==> src/rtl/fir_pkg.sv <==
// fir_pkg: shared FSM state encoding and constant clog2 helper for the time-multiplexed FIR
package fir_pkg;
  typedef enum logic [1:0] {IDLE, MAC, OUT} state_t;
  function automatic int clog2(input int n);
    int r;
    r = 1;
    for (int i = 1; i < 32; i++) if ((1 << i) < n) r = i + 1;
    return r;
  endfunction
endpackage

==> src/rtl/fir_mac_sat.sv <==
// fir_mac_sat: combinational multiply-accumulate step plus round, shift and saturate of the result
//   acc_i  current accumulator           x_i/h_i  sample and coefficient of this tap
//   acc_o  acc_i + x_i*h_i               y_o      acc_o rounded half-up, >>> SHIFT, clamped or wrapped to OW
module fir_mac_sat #(
  parameter int DW = 8,
  parameter int CW = 8,
  parameter int AW = 19,
  parameter int OW = 16,
  parameter int SHIFT = 0,
  parameter int SAT = 1
) (
  input  logic signed [AW-1:0] acc_i,
  input  logic signed [DW-1:0] x_i,
  input  logic signed [CW-1:0] h_i,
  output logic signed [AW-1:0] acc_o,
  output logic [OW-1:0]        y_o
);
  // Wide enough that rounding never overflows and every OW bound is representable.
  localparam int WW = AW + OW + 2;
  localparam logic signed [WW-1:0] HALF = (WW'(1) << SHIFT) >> 1;
  localparam logic signed [WW-1:0] MAXV = {{(WW-OW+1){1'b0}}, {(OW-1){1'b1}}};
  localparam logic signed [WW-1:0] MINV = ~MAXV;
  logic signed [DW+CW-1:0] prod;
  logic signed [WW-1:0] r;
  assign prod = x_i * h_i;
  assign acc_o = acc_i + AW'(prod);
  assign r = (WW'(acc_o) + HALF) >>> SHIFT;
  assign y_o = (SAT != 0) ? ((r > MAXV) ? MAXV[OW-1:0] : (r < MINV) ? MINV[OW-1:0] : r[OW-1:0]) : r[OW-1:0];
endmodule

==> src/rtl/fir_mac_seq.sv <==
// fir_mac_seq: time-multiplexed FIR, one shared MAC over NTAPS taps with programmable coefficients
//   in_valid/in_ready/in_data       sample input handshake (accepted in IDLE when flush is low)
//   out_valid/out_ready/out_data    filtered output, held in OUT until out_ready
//   coef_we/coef_addr/coef_wdata    coefficient write, honoured in IDLE only (coef_wready)
//   flush                           clears sample history in IDLE
//   busy                            high while a sample is being processed
module fir_mac_seq import fir_pkg::*; #(
  parameter int DW = 8,
  parameter int CW = 8,
  parameter int NTAPS = 8,
  parameter int OW = 16,
  parameter int SHIFT = 0,
  parameter int SAT = 1,
  localparam int KW = clog2(NTAPS)
) (
  input  logic          clk,
  input  logic          rst,
  input  logic          in_valid,
  output logic          in_ready,
  input  logic [DW-1:0] in_data,
  output logic          out_valid,
  input  logic          out_ready,
  output logic [OW-1:0] out_data,
  input  logic          coef_we,
  input  logic [KW-1:0] coef_addr,
  input  logic [CW-1:0] coef_wdata,
  output logic          coef_wready,
  input  logic          flush,
  output logic          busy
);
  localparam int AW = DW + CW + KW;
  state_t state_q;
  logic signed [DW-1:0] x_q [NTAPS];
  logic signed [CW-1:0] h_q [NTAPS];
  logic signed [AW-1:0] acc_q, acc_d;
  logic [KW-1:0] k_q;
  logic [OW-1:0] out_q, y_d;
  logic out_valid_q;
  fir_mac_sat #(.DW(DW), .CW(CW), .AW(AW), .OW(OW), .SHIFT(SHIFT), .SAT(SAT)) u_dp (
    .acc_i(acc_q),
    .x_i(x_q[k_q]),
    .h_i(h_q[k_q]),
    .acc_o(acc_d),
    .y_o(y_d)
  );
  assign in_ready = (state_q == IDLE) && !flush;
  assign coef_wready = state_q == IDLE;
  assign busy = state_q != IDLE;
  assign out_valid = out_valid_q;
  assign out_data = out_q;
  always_ff @(posedge clk) begin
    if (rst) begin
      state_q <= IDLE;
      acc_q <= '0;
      k_q <= '0;
      out_q <= '0;
      out_valid_q <= 1'b0;
      for (int i = 0; i < NTAPS; i++) begin
        x_q[i] <= '0;
        h_q[i] <= '0;
      end
    end else begin
      case (state_q)
        IDLE: begin
          if (coef_we && 32'(coef_addr) < NTAPS) h_q[coef_addr] <= coef_wdata;
          // flush wins over a simultaneous sample, which is then left unaccepted
          if (flush) begin
            for (int i = 0; i < NTAPS; i++) x_q[i] <= '0;
          end else if (in_valid) begin
            x_q[0] <= in_data;
            for (int i = 1; i < NTAPS; i++) x_q[i] <= x_q[i-1];
            acc_q <= '0;
            k_q <= '0;
            state_q <= MAC;
          end
        end
        MAC: begin
          acc_q <= acc_d;
          k_q <= k_q + 1'b1;
          // the final tap's sum goes straight through the output stage
          if (k_q == KW'(NTAPS - 1)) begin
            out_q <= y_d;
            out_valid_q <= 1'b1;
            state_q <= OUT;
          end
        end
        OUT: begin
          if (out_ready) begin
            out_valid_q <= 1'b0;
            state_q <= IDLE;
          end
        end
        default: state_q <= IDLE;
      endcase
    end
  end
endmodule

==> config.mk <==
export PLATFORM = sky130hd
export DESIGN_NAME = fir_mac_seq
export DESIGN_NICKNAME = d
export VERILOG_FILES = /design/src/rtl/fir_pkg.sv /design/src/rtl/fir_mac_sat.sv /design/src/rtl/fir_mac_seq.sv
export SDC_FILE = /design/constraint.sdc
export NUM_CORES = 1
export LEC_CHECK = 0
export ABC_AREA = 0
export CAP_MARGIN = 20
export CORE_MARGIN = 2
export CORE_UTILIZATION = 55
export DETAILED_ROUTE_END_ITERATION = 8
export PLACE_DENSITY = 0.81
export SLEW_MARGIN = 10
export SYNTH_ARGS = -nofsm -noshare
export SYNTH_HDL_FRONTEND = slang
export SYNTH_HIERARCHICAL = 1
export SYNTH_SLANG_ARGS = --single-unit
==> constraint.sdc <==
create_clock -name clk -period 23.6 [get_ports clk]
set_input_delay 3.54 -clock clk [delete_from_list [all_inputs] [get_ports clk]]
set_output_delay 3.54 -clock clk [all_outputs]
set_load 0.02 [all_outputs]
# Word-level counts from Yosys, hierarchy flattened
# Memory sizes are Yosys's and may differ from the RTL's. A register that Yosys moved wholly into a read port is not among the register bits.
# Index checks and enable logic that the tools add are counted.
# word_totals
regBits	99
ramBits	128
input_bits	54
output_inout_bits	20
elab_cells	102
memories	2
# mem_list
name	depth	width	read_ports	rd_clocked_by_memory_dff	write_ports	line_no	text
h_q	8	8	1	1	8	fir_mac_seq.sv:34	logic signed [CW-1:0] h_q [NTAPS];
x_q	8	8	8	1	8	fir_mac_seq.sv:33	logic signed [DW-1:0] x_q [NTAPS];
# classes
n_addsub	2
n_mul	1
magnitude_cmp	3
n_eq_ne	7
muxes	54
n_bitwise	16
reduce_logical	12
# op_table
op	n
8-bit 2-to-1 mux	17
48-bit 2-to-1 mux	2
48-bit one-hot mux with 2 select lines	1
32-bit 2-to-1 mux	2
32-bit one-hot mux with 2 select lines	1
48-bit by 16-bit adder with 48-bit output	1
48-bit by 16-bit greater-than comparator with 1-bit output (second input constant)	1
48-bit by 16-bit less-than comparator with 1-bit output (second input constant)	1
32-bit by 1-bit adder with 32-bit output (second input constant)	1
32-bit by 3-bit == test with 1-bit output (second input constant)	1
32-bit by 4-bit less-than comparator with 1-bit output (second input constant)	1
16-bit 2-to-1 mux	2
1-bit 2-to-1 mux	18
8-bit by 8-bit multiplier with 16-bit output	1
1-bit bitwise OR	16
3-bit 2-to-1 mux	5
2-bit 2-to-1 mux	4
2-bit inequality test (second input constant)	4
8-bit OR reduction	1
2-bit one-hot mux with 3 select lines	1
3-bit AND reduction	2
2-bit nonzero test	3
4-bit AND reduction	1
2-bit by 1-bit == test with 1-bit output (second input constant)	1
6 further kinds	7

# Depth between registers and ports, before layout
# logic_depth
depth_word	8
ltp_mapped	29
mapped_depth_nobuf	26

# Hierarchy
# The synthesis kept the hierarchy.
# modules_own_cells
mod	instances	cells_each	area_each_um2	seq_area_each_um2
fir_mac_seq	1	752	9549.2	5805.6
fir_mac_sat	1	949	9076.2	0.0

# Worst setup path after synthesis
# No wires, ideal clock.
# synth_timing
kind	register to register
start	register with a tool-made name
end	register out_q[10] (netlist: out_data[10])
setup_time_ns	0.128
arrival_ns	8.932
required_ns	23.472
path_slack_ns	14.541
stages_incl_launch_ff	29
n_path_buf	3
synth_period_minus_slack_ns	9.059
path_cell_list	dfxtp_1 clkbuf_1 buf_2 mux4_2 mux2_2 and2_1 fa_1 inv_1 fa_1 inv_1 fa_1 inv_1 fa_1 inv_1 ha_1 ha_1 a21oi_1 o21ai_1 a41o_1 nor2_1 a2111oi_2 or3_4 a2111oi_2 nand2_1 o41ai_4 buf_6 o21ai_2 mux2i_1 nor2_1
# synth_rtl
element	line_no	text
end signal, assigned	fir_mac_seq.sv:82	out_q <= y_d;
end, declared	fir_mac_seq.sv:37	logic [OW-1:0] out_q, y_d;

==> metrics.cfg <==
[worst_hold_path]
hold_start=acc_q[3]
hp-class=flip-flop to flip-flop
whs_endpoint=acc_q[3]
holdPathStages=1

[clock_tree]
cts_setup_buffers=0
clockBufferDepth=3
h-tree-depth=1
cts_made_buffers=26
cts_tree=built
clock_sinks=230
cts_resized=0
cts_root_buf=clkbuf_16
ctsHoldBuffers=0
clk_pin_slew_ns=0.06
clock_latency_ns=0.56

[sta]
whs_ns=0.4918
max_freq_mhz=108.9
max-slew-margin-rel_pct=29.81
max_slew.worst_pin.slew_ns=1.050
hold_viol_final=0
slew_viol_final=0
finalClockSkew_ns=0.01128
period_share_pct=38.90
worst_slack_ns=14.42
rsz0062_at_grt=no
fin_setup_tns_ns=0
finalSetupViolCount=0
period_needed_ns=9.181

[placed_design]
pre_cts_ws_ns=14.42
postPlaceCellArea_um2=19730
dp.final_hpwl_mm=32.34
port_buffers=73
place.gp.congestion=0.9397

[floorplanning]
initial_core_util_pct=55.68
die_area_um2=35350
num_io_pins=74
die_y_um=188.0
die_x_um=188.0
rows=67
core_area_um2=33450

[worst_setup_path]
cp_max_fo=32
cp_slowest_cell=mux4_2
arrival_ns=9.60
cpMostUsedCell=buf_4
worstSetupPathType=flip-flop to flip-flop
worst_path_dominant_cell_family=adder cells
crit_path_max_incr_delay_ns=0.59
worstRegToRegCells=28
endpoint_kind=flip-flop
crit_buf_inv=7
r2r_setup_slack_ns=14.42
startpoint_type=flip-flop
critPathRequiredTime_ns=24.02
r2r-end=out_data[14]

[yosys]
synth_cell_types=101
synth_cells=1701
ys_seq_area_share_pct=31.17
ys_async_sr_fraction_pct=0
synth_area_per_cell_um2=10.95
synthesis.area_um2=18630
synth_edf_count=120
synth_fp_nets=2058
synth_top_flop_cell=edfxtp_1
ys_warn_count=6
ys_seq_elements=230

[detailed_routing]
post-route-drc-count=0
routed-via-count=13362
wl_per_cell_um=20.04
drtAntennaViolNets=0
vias_per_cell=6.033
routed_wl_mm=44.38
drt_first_iter_violations=1246
dr.pass1.iters=7

[power]
total_power_mw=1.785
peakVddDrop_uv=85.43
leakagePower_nw=9.043
pwr_density_cell_nw_per_um2=86.72

[outcome]
outcome=completed

[layout]
antennaDiodeCount=0
syn2layout_area_growth_pct=10.55
regArea_um2=5807
fin_nets=2104
fillers=2544
final_area_um2=20590
drive_above_1_share_pct=10.13
multi_input_area_um2=11800

[job]
maxCapViolCount=0

[global_routing]
gr-total-overflow=0
grt_pass1_wl_mm=72.82
grt_max_degree=59
grt_pass1_vias=13900
antenna_found_initial=0
grt_use_total_pct=25.74

==> registers in the layout, summed over array words and instances, names as in the netlist, named ones only <==
name       flops
state_q        2
x_q           64
h_q           64
out_data      16
out_valid      1
acc_q         48
k_q           32
==> power by group <==
part	internal, mW	total, mW	switching [mW]
sequential	0.446	0.463	0.0171
clock	0.228	0.403	0.175
combinational	0.338	0.919	0.581
total	1.01	1.79	0.774
==> metal layers <==
metal  up-vias  GRT usage [%]  wire length [µm]
li1       6048              -                 -
met3        90          3.893              2974
met5         -              0                 0
met4         0          7.450              1229
met1      6684          35.36             18920
met2       540          42.61             21260
==> synthesized netlist by cell type (32+ instances only) <==
library cell / count / area, µm²
fa_1: 200 / 4004
inv_1: 182 / 683.2
nor2_1: 153 / 574.3
edfxtp_1: 120 / 3603
dfxtp_1: 110 / 2202
ha_1: 103 / 1289
nand2_1: 100 / 375.4
and3_1: 64 / 400.4
a21oi_1: 50 / 250.2
a22o_1: 49 / 429.2
and2_1: 43 / 269.0
nand4_1: 40 / 250.2
xor2_1: 40 / 350.3
clkbuf_1: 36 / 135.1
mux4_2: 32 / 720.7
==> how the worst max path moves through the flow <==
| stage | start | endpoint | depth (start not counted) |
|---|---|---|---|
| final | flip-flop | out_data[14] | 28 |
| after global routing | flip-flop | out_data[0] | 28 |
| after CTS | flip-flop | out_data[14] | 28 |
| after detailed placement | flip-flop | out_data[2] | 28 |
| after global placement | flip-flop | out_data[4] | 27 |
| after floorplan | flip-flop | out_data[10] | 28 |
==> through the flow <==
step,instances,utilization (%)
floorplan,1701,-
global placement,2166,58.95
detailed placement,2167,58.98
CTS,2215,61.56
global route,2215,61.56
finish,2215,61.56
==> final cells by class <==
cell class	count	share of cell area (%)
repair buffers	92	4.260
inverters	182	3.318
multi-input cells	1215	57.31
clock buffers	32	3.464
well taps	448	2.722
clock inverters	16	0.7231
flip-flops and latches	230	28.20
==> cells by family after synthesis <==
kind of cell,synth area share [%]
mux,6.167
compound gates,11.19
buf+inv,5.623
simple gates,14.47
flops,31.17
xor+xnor,2.963
fa+ha+maj,28.42
==> placed cells by master (no fill, tap or decap), drive strengths merged, types with 4 or more instances in the layout <==
cell type	Yosys	routed
o21ai	48	48
nor4	23	23
o211ai	10	10
nand2	101	101
nor3	14	14
a21o	12	12
a22o	49	49
o21a	8	8
and4	9	9
and2	44	44
mux2i	21	21
dfxtp	110	110
edfxtp	120	120
xor2	40	40
o2111ai	4	4
a2111oi	4	4
nand3	18	18
mux2	19	19
mux4	32	32
a22oi	8	8
nor2b	14	14
a31oi	8	8
nor2	155	155
a21oi	55	55
nand2b	9	9
and3	65	65
inv	182	184
clkinv	0	10
xnor2	23	23
clkdlybuf4s50	0	73
buf	38	19
nand4	41	41
a211oi	13	13
o21bai	14	14
clkbuf	36	32
ha	103	103
fa	200	200
No activity file was read; power rests on OpenSTA's default activity.
